**src/rtl/ox_grid_collector.sv**
```systemverilog
// ox_grid_collector: toggles 4x4 drawing-grid cells from one-hot key events and hands the frozen grid to the O/X classifier.
// Latency: every output is registered. Edits are visible 1 cycle after the event, and cls_req rises 1 cycle after the submit.
// Backpressure: while cls_req is high, all edits, clears and submits are dropped until cls_ack arrives.
module ox_grid_collector #(
  parameter int unsigned AUTO_SUBMIT_CYCLES = 0,
  parameter int unsigned CNT_W              = 32
) (
  input  logic        clk,
  input  logic        rst,
  input  logic [15:0] key_value,
  input  logic        key_valid,
  input  logic        clear,
  input  logic        submit,
  input  logic        cls_ack,
  input  logic [1:0]  cls_result,
  output logic [15:0] grid,
  output logic [4:0]  cell_count,
  output logic [3:0]  last_idx,
  output logic        last_idx_valid,
  output logic        cls_req,
  output logic [1:0]  result,
  output logic        result_valid,
  output logic        err_multi
);

  typedef enum logic {ST_EDIT, ST_REQ} state_t;

  // Saturation ceiling and fire point of the idle counter. The fire point wraps when
  // auto-submit is disabled, but it is never used in that case.
  localparam logic [CNT_W-1:0] LP_AUTO = CNT_W'(AUTO_SUBMIT_CYCLES);
  localparam logic [CNT_W-1:0] LP_FIRE = LP_AUTO - CNT_W'(1);
  localparam bit               LP_AUTO_EN = (AUTO_SUBMIT_CYCLES != 0);

  state_t           r_state;
  logic             r_key_prev;
  logic [CNT_W-1:0] r_idle_cnt;

  logic       w_key_evt;
  logic       w_onehot;
  logic [3:0] w_idx;
  logic       w_cell_set;
  logic       w_has_cells;
  logic       w_idle_inc;
  logic       w_auto_fire;

  assign w_key_evt   = key_valid & ~r_key_prev;
  assign w_onehot    = (key_value != 16'd0) && ((key_value & (key_value - 16'd1)) == 16'd0);
  assign w_cell_set  = |(grid & key_value);
  assign w_has_cells = (cell_count != 5'd0);
  assign w_idle_inc  = w_has_cells && (r_idle_cnt < LP_AUTO);
  assign w_auto_fire = LP_AUTO_EN && w_has_cells && (r_idle_cnt == LP_FIRE);

  // Encode the pressed key bit into a cell index. The result is only used when exactly one bit is set.
  always_comb begin
    w_idx = 4'd0;
    for (int i = 0; i < 16; i++) begin
      if (key_value[i]) w_idx = 4'(i);
    end
  end

  // Main control: edit/submit/auto-submit in EDIT, then wait for the classifier verdict in REQ.
  always_ff @(posedge clk) begin
    if (rst) begin
      r_state        <= ST_EDIT;
      r_key_prev     <= 1'b0;
      r_idle_cnt     <= '0;
      grid           <= 16'd0;
      cell_count     <= 5'd0;
      last_idx       <= 4'd0;
      last_idx_valid <= 1'b0;
      cls_req        <= 1'b0;
      result         <= 2'b00;
      result_valid   <= 1'b0;
      err_multi      <= 1'b0;
    end else begin
      // The edge register keeps tracking in REQ, so a key held across the return to EDIT is not replayed.
      r_key_prev <= key_valid;
      err_multi  <= 1'b0;
      case (r_state)
        ST_EDIT: begin
          if (clear) begin
            grid           <= 16'd0;
            cell_count     <= 5'd0;
            last_idx_valid <= 1'b0;
            r_idle_cnt     <= '0;
          end else if (submit && w_has_cells) begin
            r_state <= ST_REQ;
            cls_req <= 1'b1;
          end else if (w_key_evt) begin
            if (w_onehot) begin
              grid           <= grid ^ key_value;
              cell_count     <= w_cell_set ? (cell_count - 5'd1) : (cell_count + 5'd1);
              last_idx       <= w_idx;
              last_idx_valid <= 1'b1;
              r_idle_cnt     <= '0;
            end else begin
              // A rejected event is not an edit, so the idle count keeps running.
              err_multi <= 1'b1;
              if (w_idle_inc) r_idle_cnt <= r_idle_cnt + CNT_W'(1);
            end
          end else if (w_auto_fire) begin
            r_state <= ST_REQ;
            cls_req <= 1'b1;
          end else if (w_idle_inc) begin
            r_idle_cnt <= r_idle_cnt + CNT_W'(1);
          end
        end
        ST_REQ: begin
          if (cls_ack) begin
            result         <= cls_result;
            result_valid   <= 1'b1;
            grid           <= 16'd0;
            cell_count     <= 5'd0;
            last_idx_valid <= 1'b0;
            r_idle_cnt     <= '0;
            cls_req        <= 1'b0;
            r_state        <= ST_EDIT;
          end
        end
        default: r_state <= ST_EDIT;
      endcase
    end
  end

endmodule
```
**config.mk**
```make
export PLATFORM = sky130hd
export DESIGN_NAME = ox_grid_collector
export DESIGN_NICKNAME = d
export VERILOG_FILES = /design/src/rtl/ox_grid_collector.sv
export SDC_FILE = /design/constraint.sdc
export NUM_CORES = 1
export LEC_CHECK = 0
export BUFFER_PORTS_ARGS = -buffer_cell sky130_fd_sc_hd__buf_2
export CORE_ASPECT_RATIO = 0.7
export CORE_MARGIN = 2
export CORE_UTILIZATION = 52
export CTS_BUF_LIST = sky130_fd_sc_hd__clkbuf_16
export CTS_CLUSTER_DIAMETER = 100
export CTS_CLUSTER_SIZE = 30
export DETAILED_ROUTE_END_ITERATION = 10
export PLACE_DENSITY_LB_ADDON = 0.3
export SLEW_MARGIN = 15
export SYNTH_ARGS = -nofsm -noshare
export SYNTH_HDL_FRONTEND = slang
export SYNTH_SLANG_ARGS = --single-unit
export TNS_END_PERCENT = 100
```
**constraint.sdc**
```tcl
create_clock -name clk -period 4.2 [get_ports clk]
set_clock_uncertainty 0.2 [all_clocks]
set_input_delay 0.84 -clock clk [delete_from_list [all_inputs] [get_ports clk]]
set_output_delay 0.84 -clock clk [all_outputs]
set_load 0.03 [all_outputs]
```
==> reports/metrics.yaml <==
cells_and_area:
  final_nets: 334
  final_util_pct: 67.5
  area_growth_pct: 21.6
  drive_above_1_share_pct: 24.8
  nFillCells: 339
  num_antenna_cells: 0
cts:
  h-tree-depth: 2
  insertion_delay_ns: 0.28
  cts_sinks: 33
  cts_tree: "built"
  cts_buffer_depth: 2
  clk_pin_slew_worst_paths_ns: 0.05
  post_cts_resized: 0
  hold_buffers: 0
  cts_setup_buffers: 0
  cts_root_buf: "clkbuf_16"
  cts_buffers: 5
power:
  leakage_nw: 1.14
  powerDensity_nw_per_um2: 361
  vdd_drop_max_mv: 0.214
route:
  via_per_inst: 5.72
  wl_met2_um: 2160
  drtAntennaViolNets: 0
  wirelength_um: 4960
  vias: 1944
  firstDrtPassIters: 4
  route.met3.wl_um: 298
  wl_met1_um: 2420
  wl_per_cell_um: 14.6
  drc_errors: 0
  drt_iter0_markers: 112
  top_layer_used: "met4"
floorplanning:
  die_w_um: 78.4
  rows: 18
  die_h_um: 56.1
  design.die.area_sq_um: 4400
  coreArea_sq_um: 3630
  num_io_pins: 55
  initial_core_util_pct: 55.6
setup_path:
  worstReg2RegEnd: "cell_count[4]"
  worstPathArrival_ns: 3.29
  reg2reg_depth: 10
  path_max_fanout: 8
  r2r_slack_ns: 1.27
  cp.required_ns: 4.15
  critPathCaptureType: "flop"
  cp-start-kind: "input pin"
  crit-reg2reg-launch: "grid[10]"
  critPathKind: "input pin to flop"
global_routing:
  grt_pass1_vias: 1812
  track_usage_pct: 24.6
  grt_start_max_net_pins: 22
  overflow: 0
  grt_pass1_wl_um: 8410
  antenna_found_initial: 0
timing:
  fin_hold_ws_ns: 0.249
  tightest_slew_ns: 0.709
  drv_slew: 0
  fin_tns_setup_ns: 0
  finalSetupViolCount: 0
  fmax_mhz: 300
  report.final.hold_viol_count: 0
  setup_slack_ns: 0.863
  finalCritPeriodShare_pct: 79.5
  rsz0062_at_grt: "no"
  min_period_ns: 3.34
  slew_headroom_pct: 52.7
worst_hold_path:
  hp-start: "result[0]"
  min_path_type: "flop to flop"
  min_to: "result[0]"
  min_path_cells: 2
synthesis:
  netlist_top_cells_count: "nand2_1 (46), dfxtp_1 (33), mux2i_1 (20)"
  ys_warn_count: 0
  synthesis.area_sq_um: 2010
  syn-num-nets: 278
  synth_largest_area_cell: "dfxtp_1"
  syn_avg_cell_area_sq_um: 8.61
  ys_types: 46
  synth_cells: 234
  synth_top_area_share_pct: 32.8
  ys.flop_type: "dfxtp_1"
  synth.most_common_cell: "nand2_1"
  ys_async_sr_fraction_pct: 0
  yosysSeqAreaShare_pct: 32.8
  synth_seq_cells: 33
  yosys-top-cells-area: "dfxtp_1 (33%), ha_1 (12%), mux2i_1 (9.9%), nand2_1 (8.6%), a21oi_1 (4.0%)"
  synth_edf_count: 0
place:
  place.port_buffers: 54
  dp_slack_ns: 0.558
  gp_congestion: 0.831
  dp_hpwl_um: 3760
status:
  status: "finished, final reports clean"
flow_run:
  max_cap_violations: 0
placed cells by master, fill, tap and decap left out, types with 2 or more instances in the layout:
cell type  netlist  final
o31ai_1          4      4
o21bai_1         2      2
nand2b_1         3      3
a21o_1           2      2
o21ai_0          5      5
mux2i_1         20     20
ha_1            19     19
or4_1            6      6
nor4_1           7      7
a21oi_1         16     16
nor3_1           8      8
nand2_1         46     46
dfxtp_1         33     33
xor2_1           2      2
or2_2            3      3
clkbuf_16        0      5
a211oi_1         4      4
inv_1            6      7
buf_4            0      4
nor2_1          12     12
nand3_1          4      4
buf_2            1     54
critical path: stages:
cell     delay [ns]
buf_2          0.16
ha_1           0.21
nor4_1         0.34
nand4_1        0.33
fa_1           0.50
a21o_1         0.19
a21oi_1        0.16
xor2_1         0.21
nor2_1         0.06
a41oi_1        0.20
o21ai_0        0.10
registers in the layout, indices dropped and copies added (netlist names):
| name | flops |
|---|---|
| cell_count | 5 |
| r_state | 1 |
| result | 2 |
| result_valid | 1 |
| last_idx | 4 |
| grid | 16 |
| cls_req | 1 |
| last_idx_valid | 1 |
| err_multi | 1 |
| r_key_prev | 1 |
power by group:
part / internal (W) / switching [W]
registers: 0.000330 / 0.0000145
clock network: 0.000211 / 0.000123
logic: 0.0000770 / 0.000127
layout make-up:
type | count | area, sq um | area share [%]
Multi-Input combinational cell | 186 | 1270 | 51.9
Sequential cell | 33 | 661 | 27.0
Timing Repair Buffer | 58 | 300 | 12.3
Clock buffer | 5 | 125 | 5.11
Tap cell | 50 | 62.6 | 2.55
Inverter | 6 | 22.5 | 0.920
Clock inverter | 2 | 7.51 | 0.307
through the flow:
stage               std cells  cell area, sq um  total power, W
finish                    340              2450        0.000884
floorplan                 234              2010        0.000490
global placement          333              2320        0.000550
global route              340              2450        0.000924
detailed placement        333              2320        0.000554
CTS                       340              2450        0.000890
how the worst max path moves through the flow:
stage,startpoint,to,slack [ns],cells past startpoint
4_1_cts,key_value[10],cell_count[4],0.85,11
5_1_grt,key_value[10],cell_count[4],0.58,11
3_5_place_dp,key_value[10],cell_count[4],0.56,11
6_report,key_value[10],cell_count[4],0.86,11
3_3_place_gp,key_value[11],grid[11],0.60,8
2_1_floorplan,key_value[11],grid[10],0.83,9
logic make-up after synthesis:
group / share of synthesized area [%]
simple gates: 23.4
compound gates: 15.0
flops: 32.8
mux: 10.5
fa+ha+maj: 12.8
buf+inv: 4.16
xor+xnor: 1.30
per-layer routing:
metal / track usage (%) / vias up
met5: 0 / -
met4: 9.02 / 0
met3: 5.84 / 12
met2: 38.3 / 54
met1: 33.2 / 907
li1: - / 971
No activity file was read; power rests on OpenSTA's default activity.
